--- src/rtl/mem_access_stage.sv ---
// ============================================================================
// Module      : mem_access_stage
// Description : Pipeline MEM stage. Issues loads/stores to a variable-latency
//               data memory (req/gnt/rvalid), stalls the front end while an
//               access is in flight and feeds MEM2WB. Optional stall counter
//               enabled by defining MEM_STALL_CNT_EN.
// Revision    : 1.0 - initial release
// ============================================================================
`default_nettype none

module mem_access_stage #(
    parameter int WORD_LEN     = 32,
    parameter int REG_ADDR_LEN = 4
) (
    input  logic                    clk,
    input  logic                    rst,
    input  logic                    wb_en_in,
    input  logic                    mem_r_en_in,
    input  logic                    mem_w_en_in,
    input  logic [REG_ADDR_LEN-1:0] dest_in,
    input  logic [WORD_LEN-1:0]     alu_res_in,
    input  logic [WORD_LEN-1:0]     st_val_in,
    output logic                    wb_en,
    output logic                    mem_r_en,
    output logic [REG_ADDR_LEN-1:0] dest,
    output logic [WORD_LEN-1:0]     alu_res,
    output logic [WORD_LEN-1:0]     mem_read_val,
    output logic                    stall,
    output logic                    dmem_req,
    output logic                    dmem_we,
    output logic [WORD_LEN-1:0]     dmem_addr,
    output logic [WORD_LEN-1:0]     dmem_wdata,
    input  logic                    dmem_gnt,
    input  logic                    dmem_rvalid,
    input  logic [WORD_LEN-1:0]     dmem_rdata,
    output logic [31:0]             stall_cycles
);

    typedef enum logic [1:0] {
        IDLE = 2'd0,
        REQ  = 2'd1,
        WAIT = 2'd2,
        DONE = 2'd3
    } state_t;

    state_t              state;
    state_t              state_next;
    logic [WORD_LEN-1:0] rdata_q;
    logic [WORD_LEN-1:0] rdata_next;
    logic                rst_hold;
    logic                access;
    logic                is_load;

    assign access  = mem_r_en_in | mem_w_en_in;
    // A combined read+write request is serviced as a load.
    assign is_load = mem_r_en_in;

    // rst_hold keeps every output quiet for one cycle after reset release.
    always_ff @(posedge clk) begin
        if (rst) begin
            state    <= IDLE;
            rdata_q  <= '0;
            rst_hold <= 1'b1;
        end else begin
            state    <= state_next;
            rdata_q  <= rdata_next;
            rst_hold <= 1'b0;
        end
    end

    always_comb begin
        state_next   = state;
        rdata_next   = rdata_q;
        wb_en        = 1'b0;
        mem_r_en     = 1'b0;
        dest         = '0;
        alu_res      = '0;
        mem_read_val = '0;
        stall        = 1'b0;
        dmem_req     = 1'b0;
        dmem_we      = 1'b0;
        dmem_addr    = '0;
        dmem_wdata   = '0;

        if (rst || rst_hold) begin
            state_next = IDLE;
        end else begin
            case (state)
                IDLE: begin
                    if (access) begin
                        stall      = 1'b1;
                        state_next = REQ;
                    end else begin
                        wb_en    = wb_en_in;
                        mem_r_en = mem_r_en_in;
                        dest     = dest_in;
                        alu_res  = alu_res_in;
                    end
                end
                REQ: begin
                    stall      = 1'b1;
                    dmem_req   = 1'b1;
                    dmem_we    = mem_w_en_in & ~mem_r_en_in;
                    dmem_addr  = alu_res_in;
                    dmem_wdata = st_val_in;
                    if (dmem_gnt) begin
                        if (!is_load) begin
                            state_next = DONE;
                        end else if (dmem_rvalid) begin
                            rdata_next = dmem_rdata;
                            state_next = DONE;
                        end else begin
                            state_next = WAIT;
                        end
                    end
                end
                WAIT: begin
                    stall = 1'b1;
                    if (dmem_rvalid) begin
                        rdata_next = dmem_rdata;
                        state_next = DONE;
                    end
                end
                DONE: begin
                    wb_en        = wb_en_in;
                    mem_r_en     = mem_r_en_in;
                    dest         = dest_in;
                    alu_res      = alu_res_in;
                    mem_read_val = rdata_q;
                    state_next   = IDLE;
                end
                default: begin
                    state_next = IDLE;
                end
            endcase
        end
    end

`ifdef MEM_STALL_CNT_EN
    logic [31:0] stall_cnt;

    always_ff @(posedge clk) begin
        if (rst) begin
            stall_cnt <= 32'd0;
        end else if (stall && (stall_cnt != 32'hFFFF_FFFF)) begin
            stall_cnt <= stall_cnt + 32'd1;
        end
    end

    assign stall_cycles = stall_cnt;
`else
    assign stall_cycles = 32'd0;
`endif

endmodule

`default_nettype wire

--- config.mk ---
export PLATFORM = sky130hd
export DESIGN_NAME = mem_access_stage
export DESIGN_NICKNAME = d
export VERILOG_FILES = /design/src/rtl/mem_access_stage.sv
export SDC_FILE = /design/constraint.sdc
export NUM_CORES = 1
export LEC_CHECK = 0
export CAP_MARGIN = 5
export CORE_AREA = 2 2 108 110
export DETAILED_ROUTE_END_ITERATION = 7
export DIE_AREA = 0 0 110 112
export PLACE_DENSITY = 0.79
export SYNTH_ARGS = -nofsm -noshare
export SYNTH_HDL_FRONTEND = slang
export SYNTH_SLANG_ARGS = --single-unit
--- constraint.sdc ---
create_clock -name clk -period 5.47 [get_ports clk]
set_input_delay 1.094 -clock clk [delete_from_list [all_inputs] [get_ports clk]]
set_output_delay 1.094 -clock clk [all_outputs]
set_load 0.05 [all_outputs]
Word-level counts from Yosys, hierarchy flattened

Cells that the tools add are included.

RAM bits: 0
Latch bits: 0
Input port bits: 107
Output and inout bits: 169
Logic and storage cells: 57
Flip-flop bits (word level): 35
Memories kept: 0
ROM bits: 0

Add/subtract/negate cells: 0
Eq/ne operators: 7
Divide/modulo/power cells: 0
Magnitude comparators: 0
Mux-type cells: 36
Reduce and logical (&&, ||, !) cells: 7
Shift-type cells: 0
Multiply operators: 0
Bitwise gates (word level): 4

Operators by type and width:

| kind                 | number |
|---|---|
| $mux W32             | 11 |
| $pmux W32 S2         | 2 |
| $mux W1              | 13 |
| $mux W4              | 2 |
| $ne A2 B2 Y1 const B | 4 |
| $pmux W2 S4          | 1 |
| $pmux W4 S2          | 1 |
| $mux W2              | 3 |
| $pmux W1 S2          | 3 |
| $eq A2 B2 Y1 const B | 2 |
| $reduce_and A4 Y1    | 1 |
| $reduce_or A2 Y1     | 2 |
| $reduce_and A3 Y1    | 1 |
| $eq A2 B1 Y1 const B | 1 |
| $logic_not A2 Y1     | 1 |
| $not A1 Y1           | 2 |
| $reduce_bool A2 Y1   | 1 |
| $and A1 B1 Y1        | 1 |
| $logic_or A1 B1 Y1   | 1 |
| $or A1 B1 Y1         | 1 |

Longest topological paths before layout

Depth in word-level cells: 4
Depth in mapped cells: 8
Gate-level depth less buffers: 6

Worst setup path after synthesis

OpenSTA, ideal clock, no wires.

Path type: input -> output
Start point: input port rst
End point: output port dest[2]
Path slack: 1188 ps
Cell stages on the path: 4
Arrival time: 3188 ps
Path buffers: 2
Data required time: 4376 ps
Cell sequence: buf_2 > or2_1 > buf_6 > nor4b_1

Cells in the longest elaborated chain, start to end: 2

Ends and longest elaborated chain:

| element            | line | text |
|---|---|---|
| start, declared    | 16   | `input logic rst,` |
| $logic_or A1 B1 Y1 | 85   | `if (rst \|\| rst_hold) begin` |
| $mux W4            | 85   |  |
| end, declared      | 25   | `output logic [REG_ADDR_LEN-1:0] dest,` |

Every way passes these cells.

Worst setup path in the final report

Start point: input port rst
End point: output port mem_read_val[24]

Cells in the longest elaborated chain, start to end: 2

Ends and longest elaborated chain:

| element            | line | text |
|---|---|---|
| $logic_or A1 B1 Y1 | 85   |  |
| $mux W32           | 85   |  |
| end, declared      | 27   | `output logic [WORD_LEN-1:0] mem_read_val,` |

Every way passes these cells.

==> results.sh <==
export IMPL_reg2reg_depth=7
export IMPL_antenna_found_initial=0
export IMPL_whs_path_depth=2
export IMPL_postCtsResizedCells=0
export IMPL_cts_tree="done"
export IMPL_hold_viol=0
export IMPL_fmax_ghz=0.2339
export IMPL_async_flop_share=0
export IMPL_row_count=39
export IMPL_worstPathCellList="clkdlybuf4s50_1 > nor2_4 > buf_4 > and3_1 > clkdlybuf4s50_1"
export IMPL_path_common_cell="clkdlybuf4s50_1"
export IMPL_cp_max_fo=63
export IMPL_yosys_area_top_type="dfxtp_1"
export IMPL_cts_buffers=5
export IMPL_vdd_ir_drop_worst_v=0.0001103
export IMPL_vias=3198
export IMPL_power_density_nw_per_um2=152.4
export IMPL_layout_drive_gt1_share=0.2007
export IMPL_hp_class="register to register"
export IMPL_drt_pass1_iterations=4
export IMPL_cts_setup_buffers=0
export IMPL_postRouteAntennaNets=0
export IMPL_synth_commonest_cells="and3_1, nand2_1, a21oi_1, and2_1, dfxtp_1"
export IMPL_fin_nets=701
export IMPL_wl_per_cell_um=14.28
export IMPL_critical_path_arrival_ns=3.18
export IMPL_place_area_um2=5205
export IMPL_initial_core_util=0.2336
export IMPL_reg2reg_to="rdata_q[25]$_SDFFE_PP0P_"
export IMPL_grt_pass1_wl_um=15280
export IMPL_synth_area_um2=2610
export IMPL_synthToLayoutAreaGrowth_pct=104.7
export IMPL_hold_start="rdata_q[5]$_SDFFE_PP0P_"
export IMPL_gp_congestion=0.7713
export IMPL_htree_levels=2
export IMPL_fp_coreArea_um2=11170
export IMPL_finalSetupTns_ns=0
export IMPL_rsz0062_at_grt="no"
export IMPL_numPortBuffers=243
export IMPL_setup_worst_path_class="input port to output pin"
export IMPL_ys_seq_area_frac=0.2685
export IMPL_fp_dieH_um=112
export IMPL_p_leak_nw=2.536
export IMPL_drc=0
export IMPL_tightestPinTransition_ns=1.042
export IMPL_synthTopCellsByArea="dfxtp_1, and3_1, nand2_1"
export IMPL_grt_use_total=0.1550
export IMPL_die_area_um2=12320
export IMPL_fin_crit_sh=0.7815
export IMPL_cts_hold_buffers_added=0
export IMPL_min_period_ns=4.275
export IMPL_die_w_um=110
export IMPL_grt_max_degree=64
export IMPL_dp_hpwl_um=8206
export IMPL_drt_iter0_markers=162
export IMPL_outcome="completed"
export IMPL_setup_viol_count_final=0
export IMPL_overflow=0
export IMPL_postSynthAreaPerCell_um2=7.112
export IMPL_reg2reg_from="state[1]$_SDFFE_PP0P_"
export IMPL_routed_wl_um=10440
export IMPL_viasPerCell=4.375
export IMPL_yosys_warnings=0
export IMPL_reg2reg_slack_ns=2.71
export IMPL_fin_worst_skew_ns=0.004148
export IMPL_crit_slowest_cell="clkdlybuf4s50_1"
export IMPL_critPathMaxStageDelay_ns=0.81
export IMPL_synth_edff_count=0
export IMPL_diodes=0
export IMPL_slew_limit_headroom=0.3052
export IMPL_end_kind="output pin"
export IMPL_clkTransAtPathRegs_ns=0.05
export IMPL_max_cap_viol_count=0
export IMPL_yosysMostFrequentCell="and3_1"
export IMPL_min_to="rdata_q[5]$_SDFFE_PP0P_"
export IMPL_clockBufferDepth=2
export IMPL_ys_ff_latch=35
export IMPL_fillers=1050
export IMPL_grt_pass1_vias=2950
export IMPL_clock_latency_ns=0.27
export IMPL_synthCells=367
export IMPL_cts_root_buf="clkbuf_16"
export IMPL_critical_path_required_ns=4.38
export IMPL_clock_sinks=35
export IMPL_slew_viol_final=0
export IMPL_synthFlopType="dfxtp_1"
export IMPL_synth_cell_types=24
export IMPL_synth_top_area_frac=0.2685
export IMPL_ios=276
export IMPL_start_kind="input port"
export IMPL_stdcell_area_um2=5343
-- power breakdown --
group | total (mW) | leakage (nW) | internal (mW) | switching, mW
clock | 0.266 | 0.0679 | 0.168 | 0.0978
sequential | 0.264 | 0.283 | 0.260 | 0.00357
combinational | 0.285 | 2.18 | 0.117 | 0.168
-- placed cells by master, fill, tap and decap left out, types with 4 or more instances in the layout --
master / netlist / final
a21oi_1: 37 / 37
conb_1: 1 / 32
buf_12: 0 / 38
and2_1: 37 / 37
dfxtp_1: 35 / 35
clkdlybuf4s50_1: 0 / 140
inv_1: 4 / 4
ha_1: 7 / 7
clkbuf_16: 0 / 5
and3_1: 96 / 96
nand2_1: 68 / 68
buf_4: 32 / 70
-- how the worst max path moves through the flow --
stage	startpoint	end	slack (ns)	depth (start not counted)
6_report	rst	mem_read_val[24]	1.20	5
5_1_grt	rst	mem_read_val[19]	1.09	5
4_1_cts	rst	mem_read_val[24]	1.22	5
3_5_place_dp	rst	mem_read_val[24]	1.23	5
3_3_place_gp	rst	dmem_wdata[2]	1.29	5
2_1_floorplan	rst	dest[2]	1.19	4
-- area by class of cell --
class | instances | area [um2] | area share
sequential | 35 | 700.7 | 0.1311
clock buffer | 7 | 132.6 | 0.02482
timing repair buffer | 248 | 2688 | 0.5030
tap | 143 | 178.9 | 0.03349
multi-input combinational | 293 | 1623 | 0.3037
inverter | 4 | 15.01 | 0.002810
clock inverter | 1 | 5.005 | 0.0009368
-- stage by stage --
stage	std cells	power, mW	utilization	setup slack, ns	hold slack (ns)
after detailed placement	723	0.5532	0.4658	1.229	0.4420
final	731	0.8140	0.4781	1.195	0.4479
after CTS	731	0.8217	0.4781	1.218	0.4490
after global routing	731	0.8478	0.4781	1.092	0.4674
after floorplan	398	0.4400	-	1.188	0.4316
after global placement	723	0.5484	0.4658	1.287	0.4376
-- worst max-delay path: cells and delay by family --
kind          cells  cell delay [ns]
simple gates      2             0.35
buf+inv           3             1.72
-- metal layers --
metal,vias to the layer above,GRT usage,part of all wire
met3,6,0.05152,0.11
li1,1597,-,-
met2,144,0.2675,0.48
met5,-,0,0
met1,1451,0.1865,0.40
met4,0,0.02869,0.0065
-- cells by family after synthesis --
| kind of cell | count (synthesis) | synth area share |
|---|---|---|
| and+or+nand+nor | 214 | 0.4516 |
| buffers and inverters | 70 | 0.1630 |
| other | 1 | 0.001437 |
| DFF | 35 | 0.2685 |
| adders and majority gates | 7 | 0.03356 |
| muxes | 1 | 0.003835 |
| AOI/OAI and AO/OA | 39 | 0.07814 |
-- registers in the layout, summed over array words and instances, names as in the netlist --
name and cells:
state 2, rst_hold 1, rdata_q 32
Power figures use the tool's default switching activity.
